==> src/rtl/req_rsp_responder.sv <==
// rtl/req_rsp_responder.sv - responder end of a req/rsp valid-ready link: request FIFO, +INCR, delayed response
module req_rsp_responder #(
    parameter int DATA_W  = 32,
    parameter int DEPTH   = 4,
    parameter int LATENCY = 2,
    parameter int INCR    = 1
) (
    input  logic                     clock,
    input  logic                     reset_n,
    input  logic                     req_valid,
    output logic                     req_ready,
    input  logic [DATA_W-1:0]        req_data,
    output logic                     rsp_valid,
    input  logic                     rsp_ready,
    output logic [DATA_W-1:0]        rsp_data,
    output logic [$clog2(DEPTH):0]   level,
    output logic                     busy,
    output logic [31:0]              req_count,
    output logic [31:0]              rsp_count
);

    localparam int AW = $clog2(DEPTH);
    localparam int LW = AW + 1;

    typedef enum logic [1:0] {
        IDLE = 2'd0,
        WAIT = 2'd1,
        RESP = 2'd2
    } state_t;

    state_t             state;
    state_t             state_next;
    logic [DATA_W-1:0]  mem [DEPTH];
    logic [AW-1:0]      wr_ptr;
    logic [AW-1:0]      rd_ptr;
    logic               avail;
    logic [7:0]         lat_cnt;
    logic               push;
    logic               pop;
    logic               rsp_done;
    logic [LW-1:0]      level_next;

    // A freshly written entry becomes readable one cycle after the write,
    // so avail trails (level != 0) by one clock.
    always_comb begin
        push       = req_valid && req_ready;
        pop        = (state == IDLE) && (level != '0) && avail;
        rsp_done   = (state == RESP) && rsp_ready;
        level_next = level + LW'(push) - LW'(pop);
    end

    always_comb begin
        state_next = state;
        case (state)
            IDLE: begin
                if (pop) begin
                    state_next = (LATENCY == 0) ? RESP : WAIT;
                end
            end
            WAIT: begin
                if (lat_cnt == 8'd1) begin
                    state_next = RESP;
                end
            end
            RESP: begin
                if (rsp_ready) begin
                    state_next = IDLE;
                end
            end
            default: state_next = IDLE;
        endcase
    end

    always_ff @(posedge clock) begin
        if (push) begin
            mem[wr_ptr] <= req_data;
        end
    end

    always_ff @(posedge clock or negedge reset_n) begin
        if (!reset_n) begin
            wr_ptr    <= '0;
            rd_ptr    <= '0;
            level     <= '0;
            avail     <= 1'b0;
            req_ready <= 1'b0;
            state     <= IDLE;
            lat_cnt   <= 8'd0;
            rsp_data  <= '0;
            req_count <= 32'd0;
            rsp_count <= 32'd0;
        end else begin
            state     <= state_next;
            level     <= level_next;
            avail     <= (level != '0);
            req_ready <= (level_next < LW'(DEPTH));
            if (push) begin
                wr_ptr    <= wr_ptr + 1'b1;
                req_count <= req_count + 32'd1;
            end
            if (pop) begin
                rd_ptr   <= rd_ptr + 1'b1;
                rsp_data <= mem[rd_ptr] + DATA_W'(INCR);
                lat_cnt  <= 8'(LATENCY);
            end else if (state == WAIT) begin
                lat_cnt <= lat_cnt - 8'd1;
            end
            if (rsp_done) begin
                rsp_count <= rsp_count + 32'd1;
            end
        end
    end

    assign rsp_valid = (state == RESP);
    assign busy      = (state != IDLE) || (level != '0);

endmodule
==> config.mk <==
export PLATFORM = sky130hd
export DESIGN_NAME = req_rsp_responder
export DESIGN_NICKNAME = d
export VERILOG_FILES = /design/src/rtl/req_rsp_responder.sv
export SDC_FILE = /design/constraint.sdc
export NUM_CORES = 1
export LEC_CHECK = 0
export ABC_AREA = 1
export CAP_MARGIN = 20
export CELL_PAD_IN_SITES_DETAIL_PLACEMENT = 1
export CELL_PAD_IN_SITES_GLOBAL_PLACEMENT = 1
export CORE_UTILIZATION = 43
export DETAILED_ROUTE_END_ITERATION = 8
export PLACE_DENSITY = 0.8
export SLEW_MARGIN = 25
export SYNTH_ARGS = -nofsm -noshare
export SYNTH_HDL_FRONTEND = slang
export SYNTH_SLANG_ARGS = --single-unit
==> constraint.sdc <==
create_clock -name clock -period 3.2 [get_ports clock]
set_clock_uncertainty 0.15 [all_clocks]
set_input_delay 0.32 -clock clock [delete_from_list [all_inputs] [get_ports clock]]
set_output_delay 0.32 -clock clock [all_outputs]
set_load 0.005 [all_outputs]
# --- Yosys cells after proc, flatten, opt, wreduce, memory -nomap -nowiden ---
# Memories as Yosys holds them, arrays and structs flattened.
# Cells that the tools add are included.
classes:
  n_addsub: 8
  n_div: 0
  magnitude_cmp: 1
  shifts: 0
  eq_ne: 6
  reduce_logical: 10
  n_mux: 8
  n_mul: 0
  n_bitwise: 0
op_table:
  columns: ["op", "n"]
  rows:
  - ["$add A32 B1 Y32 const B", 3]
  - ["$mux W8", 2]
  - ["$eq A8 B1 Y1 const B", 1]
  - ["$sub A8 B1 Y8 const B", 1]
  - ["$mux W2", 3]
  - ["$pmux W2 S3", 1]
  - ["$add A2 B1 Y2 const B", 2]
  - ["$logic_and A1 B1 Y1", 4]
  - ["$ne A2 B2 Y1 const B", 2]
  - ["$reduce_bool A2 Y1", 2]
  - ["$add A3 B1 Y3", 1]
  - ["$lt A3 B3 Y1 const B", 1]
  - ["$reduce_and A3 Y1", 1]
  - ["$reduce_bool A3 Y1", 1]
  - ["$sub A3 B1 Y3", 1]
  - ["$eq A2 B1 Y1 const B", 1]
  - ["$eq A2 B2 Y1 const B", 1]
  - ["$logic_not A2 Y1", 1]
  - ["$mux W1", 2]
  - ["$ne A2 B1 Y1 const B", 1]
  - ["$logic_or A1 B1 Y1", 1]
word_totals:
  regBits: 115
  out_inout_bits: 102
  elab_cells: 44
  latch_bits: 0
  mem_bits_ro: 0
  ramBits: 128
  mem_count: 1
mem_list:
  columns: ["name", "depth", "width", "rd", "rd_clocked_by_memory_dff", "wr", "line", "text"]
  rows:
  - ["mem", 4, 32, 1, 0, 1, "33", "logic [DATA_W-1:0] mem [DEPTH];"]

# --- Depth between registers and ports, before layout ---
# Gate-level depths: netlist of the first run.
depth:
  depth_word: 5
  depth_mapped: 16
  ltp_nobuf: 14

# --- Worst setup path before layout of the first run ---
# OpenSTA, ideal clock, no wires.
synth_path:
  kind: "register to register"
  startpoint: "reg req_ready"
  endpoint: "mem mem[0][0] (enable)"
  setup_time_ps: 421
  required_time_ps: 2629
  stages_incl_launch_ff: 4
  arrival_time_ps: 2054
  slack_ps: 574
  cell_sequence: "dfrtp_1 > nand2_1 > buf_1 > nor2_1"
synth_between:
  elab_chain_len: 3
synth_rtl:
  columns: ["element", "line", "text"]
  rows:
  - ["start: declaration", "11", "output logic req_ready,"]
  - ["start signal: assignment", "96", "req_ready <= (level_next < LW'(DEPTH));"]
  - ["$logic_and A1 B1 Y1", "46", "push = req_valid && req_ready;"]
  - ["$mux W1", "75", "if (push) begin"]
  - ["$mux W1 (not written as such)", "76", "mem[wr_ptr] <= req_data;"]
  - ["end: declaration", "33", null]
# No other way between the ends.

# --- Final worst setup path of the first run ---
layout_path:
  startpoint: "reg rd_ptr[0]"
  endpoint: "reg rsp_data[26]"
layout_between:
  elab_chain_len: 2
layout_rtl:
  columns: ["element", "line", "text"]
  rows:
  - ["start: declaration", "35", "logic [AW-1:0] rd_ptr;"]
  - ["start signal: assignment", "102", "rd_ptr <= rd_ptr + 1'b1;"]
  - ["$mem_v2 Z4 W32", null, null]
  - ["$add A32 B1 Y32", "103", "rsp_data <= mem[rd_ptr] + DATA_W'(INCR);"]
  - ["end signal: assignment", "103", null]
  - ["end: declaration", "15", "output logic [DATA_W-1:0] rsp_data,"]
# No other way between the ends.
# A chain may end at the register's enable or synchronous reset.

==> results.py, run 1 <==
metrics = {
    "worst_setup_path": {
        "r2r_slack_ns": 0.61,
        "reg2reg_from": "rd_ptr[0]$_DFFE_PN0N_",
        "crit_type": "flop to flop",
        "cp_top_family": "simple AND/OR/NAND/NOR gates",
        "slowest_stage": "dfrtp_2",
        "r2r_end": "rsp_data[26]$_DFFE_PN0N_",
        "slowest_delay_ns": 0.44,
        "cp.required_ns": 3.47,
        "path_common_cell": "nand2_1",
        "worstPathArrival_ns": 2.86,
        "path_cells": "inv_6 -> nand2_1 -> nand2_1 -> nand2_1 -> nand2_1 -> ha_1 -> nand3_1 -> inv_1 -> nand2_1 -> nor2_1 -> nand3_1 -> nand3_1 -> nand2_1",
        "path_buf_inv": 2,
        "cp_max_fo": 60,
        "cp-end-kind": "flop",
        "cp-start-kind": "flop",
        "r2r.worst_path.cells": 13,
    },
    "power_and_ir_drop": {
        "p_leak_uw": 0.006270,
        "internal-power_uw": 7279,
        "ir_worst_vdd_mv": 0.4800,
        "switchingPower_uw": 4681,
        "swShare_pct": 39.14,
        "powerDensity_nw_per_um2": 838.6,
        "p_clk_share_pct": 24.6,
        "power_frac_seq_pct": 36.0,
        "pwr-share-comb_pct": 39.3,
    },
    "placement": {
        "place_congestion": 0.8594,
        "port_buffers": 137,
        "hpwl_mm": 22.33,
    },
    "yosys": {
        "yosysSeqAreaShare_pct": 57.32,
        "synth_xor_area_share_pct": 5.228,
        "synth_top_family_by_area": "simple AND/OR/NAND/NOR gates",
        "synth.area.mux_share_pct": 0.09603,
        "ys.flop_type": "edfxtp_1",
        "synthSimpleGateAreaFrac_pct": 27.13,
        "synthAdderAreaFrac_pct": 1.344,
        "synth-edff-count": 128,
        "synth_compound_area_share_pct": 2.411,
        "syn-num-nets": 1339,
        "yosysWarnings": 0,
        "synthArstFlopShare_pct": 47.33,
        "ys_types": 42,
        "syn_inst": 1291,
        "syn_avg_cell_area_um2": 9.083,
        "synth-seq-cells": 243,
        "syn_area_um2": 11730,
    },
    "clocking": {
        "htreeDepth": 1,
        "clk_latency_ns": 0.55,
        "numClockSinks": 243,
        "numCtsBuffers": 27,
        "hold_buffers": 1,
        "root_buffer": "clkbuf_16",
        "post_cts_buffers": 0,
        "cts_resized": 0,
        "clk_pin_slew_ns": 0.06,
        "clk_path_buf_depth": 3,
        "cts_tree": "built",
    },
    "timing": {
        "finalSetupViolCount": 0,
        "hold_viol_final": 0,
        "rsz0062_at_grt": "false",
        "post-route-period-util_pct": 81.00,
        "tns_ns": 0,
        "fmax_mhz": 385.8,
        "max-slew-margin-rel_pct": 63.17,
        "fin_crit_ns": 2.592,
        "worst-slew-pin-transition_ns": 0.5524,
        "slew_viol_final": 0,
    },
    "grt": {
        "grt_pass1_wl_mm": 51.14,
        "overflow": 0,
        "antenna_found_initial": 0,
        "grt_max_degree": 79,
        "grt_pass1_vias": 9736,
        "grt_usage_pct": 23.04,
    },
    "floorplan": {
        "io_pins": 138,
        "rows": 60,
        "dieHeight_um": 167.1,
        "initial_core_util_pct": 43.63,
        "dieWidth_um": 167.1,
        "core_area_um2": 26880,
        "die_area_um2": 27930,
    },
    "detailed_routing": {
        "drc_errors": 0,
        "wl_met1_mm": 13.87,
        "top_layer": "met4",
        "viasPerCell": 5.127,
        "wl_per_cell_um": 17.42,
        "drtIter0Drc": 538,
        "postRouteAntennaNets": 0,
        "dr.pass1.iters": 4,
        "wl_met2_mm": 15.84,
        "dr_wl_met3_um": 866,
        "dr_total_vias": 9229,
        "wl_mm": 31.36,
    },
    "layout": {
        "mostFrequentLayoutCell": "nand2_1",
        "final_cell_mix": "450 x nand2_1, 136 x clkdlybuf4s50_1, 130 x inv_1, 128 x edfxtp_1, 114 x dfrtp_1",
        "register_area_um2": 6723,
        "synthToLayoutAreaGrowth_pct": 21.63,
        "nets": 1487,
        "final_core_util_pct": 53.07,
        "drive_gt1_share_pct": 7.265,
        "diodes": 0,
        "fillers": 3124,
        "multi_input_area_um2": 4262,
    },
    "flow_run": {
        "cap_viol_max_count": 0,
    },
    "run_status": {
        "status": "complete, no violations",
    },
    "hold_path": {
        "hp-class": "input pin to async pin",
    },
}
-- cell type report --
class | count | area share (%)
clock inverter | 12 | 0.6141
clock buffer | 37 | 5.281
sequential | 243 | 47.14
multi-input combinational | 881 | 29.88
tap | 341 | 2.991
timing repair buffer | 153 | 10.54
inverter | 133 | 3.553
-- registers in the layout (all words and copies together), names as in the netlist --
signal / cells
lat_cnt: 8
state: 2
level: 3
req_ready: 1
rsp_data: 32
rd_ptr: 2
req_count: 32
wr_ptr: 2
avail: 1
mem: 128
rsp_count: 32
-- how the worst max path moves through the flow --
stage                           from                         to  depth (start not counted)  slack [ns]
6_report       rd_ptr[0]$_DFFE_PN0N_   rsp_data[26]$_DFFE_PN0N_                         13        0.61
5_1_grt        rd_ptr[0]$_DFFE_PN0N_   rsp_data[30]$_DFFE_PN0N_                         14        0.28
4_1_cts        rd_ptr[0]$_DFFE_PN0N_   rsp_data[30]$_DFFE_PN0N_                         13        0.57
3_5_place_dp               req_valid  req_count[29]$_DFFE_PN0P_                         10        0.49
3_3_place_gp   rd_ptr[0]$_DFFE_PN0N_   rsp_data[26]$_DFFE_PN0N_                         13        0.67
2_1_floorplan    req_ready$_DFF_PN0_        mem[0][0]$_DFFE_PP_                          3        0.57
-- cells in the mapped netlist, drive strengths merged (2+ instances only) --
cell    instances  area, um^2
xnor2          25       219.0
nand3         107       558.0
nor3           25       140.1
o21ai          28       140.1
o21bai          4       30.03
ha             11       137.6
clkbuf          6       22.52
nand2         462        1764
nor4            5       46.29
edfxtp        128        3844
nand4          13       81.33
inv           133       506.7
o211ai          4       30.03
nor2          131       559.3
or2             2       12.51
buf            28       229.0
dfrtp         115        2878
a21oi           9       45.04
a31oi           3       18.77
xor2           45       394.1
-- power groups by stage --
stage	logic, uW	registers, uW	clock network [uW]
global route	5290	4380	3100
global placement	4530	4350	0
floorplan	3070	4270	0
finish	4700	4310	2940
detailed placement	4700	4370	0
CTS	4750	4320	3000
-- cell families (layout without fill, tap and decap cells) --
family	count (synthesis)	count (layout)
and+or+nand+nor	748	748
DFF	243	243
buffers and inverters	167	335
xor gates and xnor gates	70	70
AOI/OAI and AO/OA	50	50
adders and majority gates	12	12
muxes	1	1
-- per-layer routing --
layer / global-route usage (%) / up-vias
met5: 0 / -
met4: 6.582 / 0
met3: 2.883 / 48
met2: 41.02 / 158
met1: 29.46 / 4596
li1: - / 4427
-- per-stage QoR --
stage | cells | total power (uW) | setup slack [ns] | cell area, um^2 | hold WS [ns]
2_1_floorplan | 1291 | 7341 | 0.5745 | 11730 | -0.1256
3_3_place_gp | 1750 | 8875 | 0.6692 | 13410 | 0.1882
3_5_place_dp | 1750 | 9077 | 0.4926 | 13410 | 0.1866
4_1_cts | 1800 | 12060 | 0.5670 | 14260 | 0.1818
5_1_grt | 1800 | 12770 | 0.2816 | 14260 | 0.2214
6_report | 1800 | 11960 | 0.6081 | 14260 | 0.1668
Power figures use the tool's default switching activity.
==> run 2, diff against run 1 <==
clock period = 2.6 ns   (was 3.2 ns; I/O delays follow)
==> results.py, run 2 (synthesis results as in run 1) <==
metrics = {
    "detailed_routing": {
        "dr_total_vias": 9271,
        "drc_errors": 0,
        "viasPerCell": 5.116,
        "postRouteAntennaNets": 0,
        "wl_mm": 31.70,
        "drtIter0Drc": 603,
        "dr.pass1.iters": 5,
        "wl_per_cell_um": 17.50,
    },
    "timing": {
        "max-slew-margin-rel_pct": 58.03,
        "post-route-period-util_pct": 92.94,
        "fmax_mhz": 413.8,
        "slew_viol_final": 0,
        "worst-slew-pin-transition_ns": 0.6295,
        "fin_crit_ns": 2.416,
        "hold_viol_final": 0,
        "tns_ns": 0,
        "finalWorstSetupSlack_ns": 0.1836,
        "finalSetupViolCount": 0,
        "rsz0062_at_grt": "true",
    },
    "power_and_ir_drop": {
        "pwr-share-comb_pct": 40.1,
        "power_frac_seq_pct": 35.1,
        "powerDensity_nw_per_um2": 1044,
        "switchingPower_uw": 5858,
        "swShare_pct": 38.57,
        "internal-power_uw": 9331,
        "ir_worst_vdd_mv": 0.8324,
        "p_leak_uw": 0.006387,
        "p_clk_share_pct": 24.8,
    },
    "grt": {
        "grt_usage_pct": 23.52,
        "antenna_found_initial": 0,
        "grt_pass1_vias": 9902,
        "grt_util_met1_pct": 29.73,
        "grtUsageMet3_pct": 2.765,
        "busiest_layer": "met2",
        "overflow": 0,
        "grt_max_degree": 47,
        "grt_util_met2_pct": 41.71,
        "grt_pass1_wl_mm": 51.81,
    },
    "layout": {
        "largest_register_ffs": 128,
        "final_cell_mix": "450 x nand2_1, 136 x clkdlybuf4s50_1, 130 x inv_1, 128 x edfxtp_1, 113 x dfrtp_1",
        "regMostFlops": "mem",
        "synthToLayoutAreaGrowth_pct": 24.08,
        "diodes": 0,
        "nets": 1498,
        "drive_gt1_share_pct": 8.430,
        "mostFrequentLayoutCell": "nand2_1",
    },
    "placement": {
        "dp_slack_ns": 0.02484,
        "hpwl_mm": 22.88,
        "port_buffers": 137,
        "place_congestion": 0.8769,
    },
    "worst_setup_path": {
        "crit_type": "flop to flop",
        "cp-start-kind": "flop",
        "r2r_end": "rsp_data[21]$_DFFE_PN0N_",
        "worstPathArrival_ns": 2.68,
        "cp_max_fo": 23,
        "cp.required_ns": 2.86,
        "r2r.worst_path.cells": 13,
        "reg2reg_from": "rd_ptr[0]$_DFFE_PN0N_",
        "cp-end-kind": "flop",
        "r2r_slack_ns": 0.18,
    },
    "floorplan": {
        "dieWidth_um": 167.1,
        "io_pins": 138,
        "die_area_um2": 27930,
        "rows": 60,
        "dieHeight_um": 167.1,
        "initial_core_util_pct": 43.63,
        "core_area_um2": 26880,
    },
    "clocking": {
        "htreeDepth": 1,
        "clk_path_buf_depth": 3,
        "numCtsBuffers": 27,
        "cts_tree": "built",
        "root_buffer": "clkbuf_16",
        "numClockSinks": 243,
        "clk_latency_ns": 0.53,
        "clk_pin_slew_ns": 0.06,
    },
    "flow_run": {
        "cap_viol_max_count": 0,
    },
    "hold_path": {
        "hp-class": "input pin to async pin",
    },
    "run_status": {
        "status": "complete, no violations",
    },
}
-- run 2: cell count changes in the layout (fill, tap and decap cells not counted), moves of 2 or more --
cell | before | now
clkbuf_16 | 27 | 29
nor2_1 | 108 | 105
clkinv_1 | 3 | 0
buf_12 | 1 | 10
nor2_4 | 4 | 6
clkinv_2 | 6 | 2
clkbuf_1 | 6 | 8
clkbuf_8 | 4 | 8
-- run 2: how the worst max path moves through the flow --
stage                          startpoint  slack [ns]                       end
floorplan             req_ready$_DFF_PN0_       -0.03       mem[0][0]$_DFFE_PP_
finish              rd_ptr[0]$_DFFE_PN0N_        0.18  rsp_data[21]$_DFFE_PN0N_
detailed placement     level[1]$_DFF_PN0_        0.02       req_ready$_DFF_PN0_
global route        rd_ptr[0]$_DFFE_PN0N_       -0.04  rsp_data[20]$_DFFE_PN0N_
global placement       level[1]$_DFF_PN0_        0.14       req_ready$_DFF_PN0_
CTS                    level[1]$_DFF_PN0_        0.08       req_ready$_DFF_PN0_
-- run 2: per-stage QoR --
stage          hold slack (ns)  total power (uW)  util (%)  instance area (um^2)  std cells
2_1_floorplan          -0.1856              9035         -                 11730       1291
3_3_place_gp            0.1751             11170     50.63                 13610       1761
3_5_place_dp            0.1668             11460     50.63                 13610       1761
4_1_cts                 0.1529             15270     54.02                 14520       1812
5_1_grt                 0.1766             16190     54.14                 14550       1812
6_report                0.1473             15190     54.14                 14550       1812
-- run 2: final cells by class --
cell class                 count  area, um^2
clock inverter                 5       35.03
timing repair buffer         164        1703
inverter                     133       511.7
fill                        3045       12330
tap                          341       426.7
sequential                   243        6724
clock buffer                  45       865.8
multi-input combinational    881        4284
-- run 2: timing repair --
| item | CTS | global route |
|---|---|---|
| setup endpoints to repair | 0 | 15 |
| resized for setup | 0 | 10 |
| buffers inserted | 0 | 0 |
| hold buffers | 1 | 0 |
| hold endpoints to repair | 37 | 0 |
-- run 2: per-layer routing --
metal	vias up	part of all wire [%]
met1	4566	43
li1	4443	-
met3	70	3.4
met4	0	3.5
met2	192	50
met5	-	0
-- run 2: power by group through the flow --
stage               clock, uW  sequential [uW]  combinational (uW)
global route             3980             5410                6800
global placement            0             5360                5810
CTS                      3850             5320                6100
finish                   3770             5330                6090
floorplan                   0             5260                3780
detailed placement          0             5390                6080
-- run 2: worst max-delay path, cell delays in order, from the launching register on --
cell,delay (ns)
dfrtp_2,0.51
inv_8,0.18
buf_12,0.16
nand2_1,0.07
nand2_1,0.07
nand2_1,0.05
nand2_1,0.18
nand2_1,0.10
nor2_1,0.22
nand2_1,0.13
nor2_4,0.17
nand3_1,0.09
nand3_1,0.14
nand2_1,0.06
==> run 3, diff against run 2 <==
--- a/config.mk
+++ b/config.mk
@@ -10,7 +10,7 @@
 export CELL_PAD_IN_SITES_DETAIL_PLACEMENT = 1
 export CELL_PAD_IN_SITES_GLOBAL_PLACEMENT = 1
-export CORE_UTILIZATION = 43
+export CORE_UTILIZATION = 46
 export DETAILED_ROUTE_END_ITERATION = 8
-export PLACE_DENSITY = 0.8
+export PLACE_DENSITY = 0.85
 export SLEW_MARGIN = 25
 export SYNTH_ARGS = -nofsm -noshare
==> constraint.sdc (replaced) <==
create_clock -name clock -period 2.9 [get_ports clock]
set_clock_uncertainty 0.15 [all_clocks]
set_input_delay 0.435 -clock clock [delete_from_list [all_inputs] [get_ports clock]]
set_output_delay 0.435 -clock clock [all_outputs]
set_load 0.005 [all_outputs]
==> results.py, run 3 (synthesis results as in run 1) <==
metrics = {
    "worst_setup_path": {
        "slowest_stage": "dfrtp_4",
        "slowest_delay_ns": 0.58,
        "path_cells": "inv_6 -> nand2_1 -> nand2_1 -> nand2_1 -> nand2_1 -> ha_1 -> nand3_1 -> inv_1 -> nand2_1 -> nor2_2 -> nand2_1 -> nand2_1 -> nand3_1 -> nand2_1",
        "startpoint": "rd_ptr[0]$_DFFE_PN0N_",
        "cp-end-kind": "flop",
        "cp_max_fo": 28,
        "crit_type": "flop to flop",
        "cp-start-kind": "flop",
        "r2r.worst_path.cells": 14,
        "path_common_cell": "nand2_1",
        "path_buf_inv": 2,
        "r2r_end": "rsp_data[20]$_DFFE_PN0N_",
        "reg2reg_from": "rd_ptr[0]$_DFFE_PN0N_",
        "worstPathArrival_ns": 3.00,
        "cp_top_family": "simple AND/OR/NAND/NOR gates",
        "worst-path-stages": 14,
        "cp.required_ns": 3.21,
        "r2r_slack_ns": 0.21,
        "critPathCapture": "rsp_data[20]$_DFFE_PN0N_",
    },
    "detailed_routing": {
        "wl_per_cell_um": 18.19,
        "drc_errors": 2,
        "drtIter0Drc": 540,
        "dr_total_vias": 9398,
        "postRouteAntennaNets": 0,
        "wl_mm": 32.70,
        "viasPerCell": 5.227,
        "dr.pass1.iters": 7,
    },
    "placement": {
        "port_buffers": 137,
        "place_congestion": 0.8732,
        "hpwl_mm": 23.35,
    },
    "power_and_ir_drop": {
        "p_leak_uw": 0.006329,
        "p_total_uw": 13470,
        "powerDensity_nw_per_um2": 935.8,
        "ir_worst_vdd_mv": 0.5972,
    },
    "layout": {
        "regMostFlops": "mem",
        "diodes": 0,
        "mostFrequentLayoutCell": "nand2_1",
        "multi_input_area_um2": 4264,
        "drive_gt1_share_pct": 7.834,
        "synthToLayoutAreaGrowth_pct": 22.74,
        "final_cell_mix": "450 x nand2_1, 136 x clkdlybuf4s50_1, 130 x inv_1, 128 x edfxtp_1, 114 x dfrtp_1",
        "final_core_util_pct": 57.32,
        "fillers": 2907,
        "largest_register_ffs": 128,
        "nets": 1495,
        "register_area_um2": 6725,
    },
    "grt": {
        "grtUsageMet3_pct": 3.218,
        "grt_util_met1_pct": 33.31,
        "grt_pass1_wl_mm": 52.85,
        "antenna_found_initial": 0,
        "busiest_layer": "met2",
        "grt_usage_pct": 25.83,
        "grt_max_degree": 66,
        "overflow": 0,
        "grt_pass1_vias": 10040,
        "grt_util_met2_pct": 44.77,
    },
    "clocking": {
        "post_cts_buffers": 0,
        "root_buffer": "clkbuf_16",
        "htreeDepth": 1,
        "clk_path_buf_depth": 3,
        "clk_latency_ns": 0.55,
        "clk_pin_slew_ns": 0.06,
        "numClockSinks": 243,
        "cts_tree": "built",
        "numCtsBuffers": 27,
    },
    "run_status": {
        "status": "finished, violations left",
        "violations": "DRC",
    },
    "timing": {
        "fmax_mhz": 372.0,
        "finalSetupViolCount": 0,
        "hold_viol_final": 0,
        "post-route-period-util_pct": 92.70,
        "worst-slew-pin-transition_ns": 0.7115,
        "fin_crit_ns": 2.688,
        "max-slew-margin-rel_pct": 52.57,
        "slew_viol_final": 0,
        "hold_ws_ns": 0.3265,
    },
    "floorplan": {
        "initial_core_util_pct": 46.70,
        "dieHeight_um": 161.7,
        "dieWidth_um": 161.7,
        "core_area_um2": 25110,
        "die_area_um2": 26130,
        "rows": 58,
        "io_pins": 138,
    },
    "hold_path": {
        "hp-class": "flop to flop",
    },
    "flow_run": {
        "cap_viol_max_count": 0,
    },
}
[run 3: changes by cell type in the layout (fill, tap and decap cells not counted), moves of 2 or more]
| cell | delta |
|---|---|
| dfrtp_2 | -2 |
| clkbuf_8 | -5 |
| nor2_4 | -2 |
| clkinv_2 | +3 |
| clkinv_1 | +5 |
| buf_12 | -3 |
| clkbuf_1 | -3 |
| clkbuf_16 | -2 |
| nor2_1 | +2 |
[run 3: power by group]
group / total [uW] / internal (uW) / leakage (uW) / switching [uW]
Clock: 3270 / 1880 / 0.000413 / 1390
Sequential: 4810 / 4340 / 0.00264 / 473
Combinational: 5390 / 1910 / 0.00328 / 3470
[run 3: layout make-up]
type | count | area share (%)
sequential | 243 | 46.73
clock inverter | 15 | 0.7563
inverter | 133 | 3.521
tap | 330 | 2.869
clock buffer | 35 | 5.112
timing repair buffer | 161 | 11.39
multi-input combinational | 881 | 29.63
[run 3: worst min path at each step]
stage	cells after the start	endpoint	start
2_1_floorplan	0	avail$_DFF_PN0_	reset_n
3_3_place_gp	1	lat_cnt[5]$_DFFE_PN0P_	lat_cnt[5]$_DFFE_PN0P_
3_5_place_dp	1	lat_cnt[5]$_DFFE_PN0P_	lat_cnt[5]$_DFFE_PN0P_
4_1_cts	1	lat_cnt[5]$_DFFE_PN0P_	lat_cnt[5]$_DFFE_PN0P_
5_1_grt	2	rsp_data[15]$_DFFE_PN0N_	rsp_data[15]$_DFFE_PN0N_
6_report	2	rsp_data[15]$_DFFE_PN0N_	rsp_data[15]$_DFFE_PN0N_
[run 3: per-layer routing]
layer	up-vias	part of all wire, %
met3	70	4.1
met4	0	3.1
met2	245	50
met1	4639	43
met5	-	0
li1	4444	-
[run 3: tightest hold or removal path, stage by stage, from the launching register on]
cell,delay [ns]
dfrtp_1,0.34
nand2_1,0.06
nand2_1,0.05
[run 3: timing repair]
action                     in CTS  in global routing
hold endpoints to repair       44                  0
setup endpoints to repair       0                  3
hold buffers                    1                  0
resized for setup               0                  2
[run 3: stage by stage]
step | cell area [um^2] | cells | setup slack (ns) | setup TNS [ns]
2_1_floorplan | 11730 | 1291 | 0.1925 | 0
3_3_place_gp | 13530 | 1747 | 0.3048 | 0
3_5_place_dp | 13530 | 1747 | 0.1644 | 0
4_1_cts | 14390 | 1798 | 0.1889 | 0
5_1_grt | 14390 | 1798 | -0.00008282 | -0.00008282
6_report | 14390 | 1798 | 0.2116 | 0
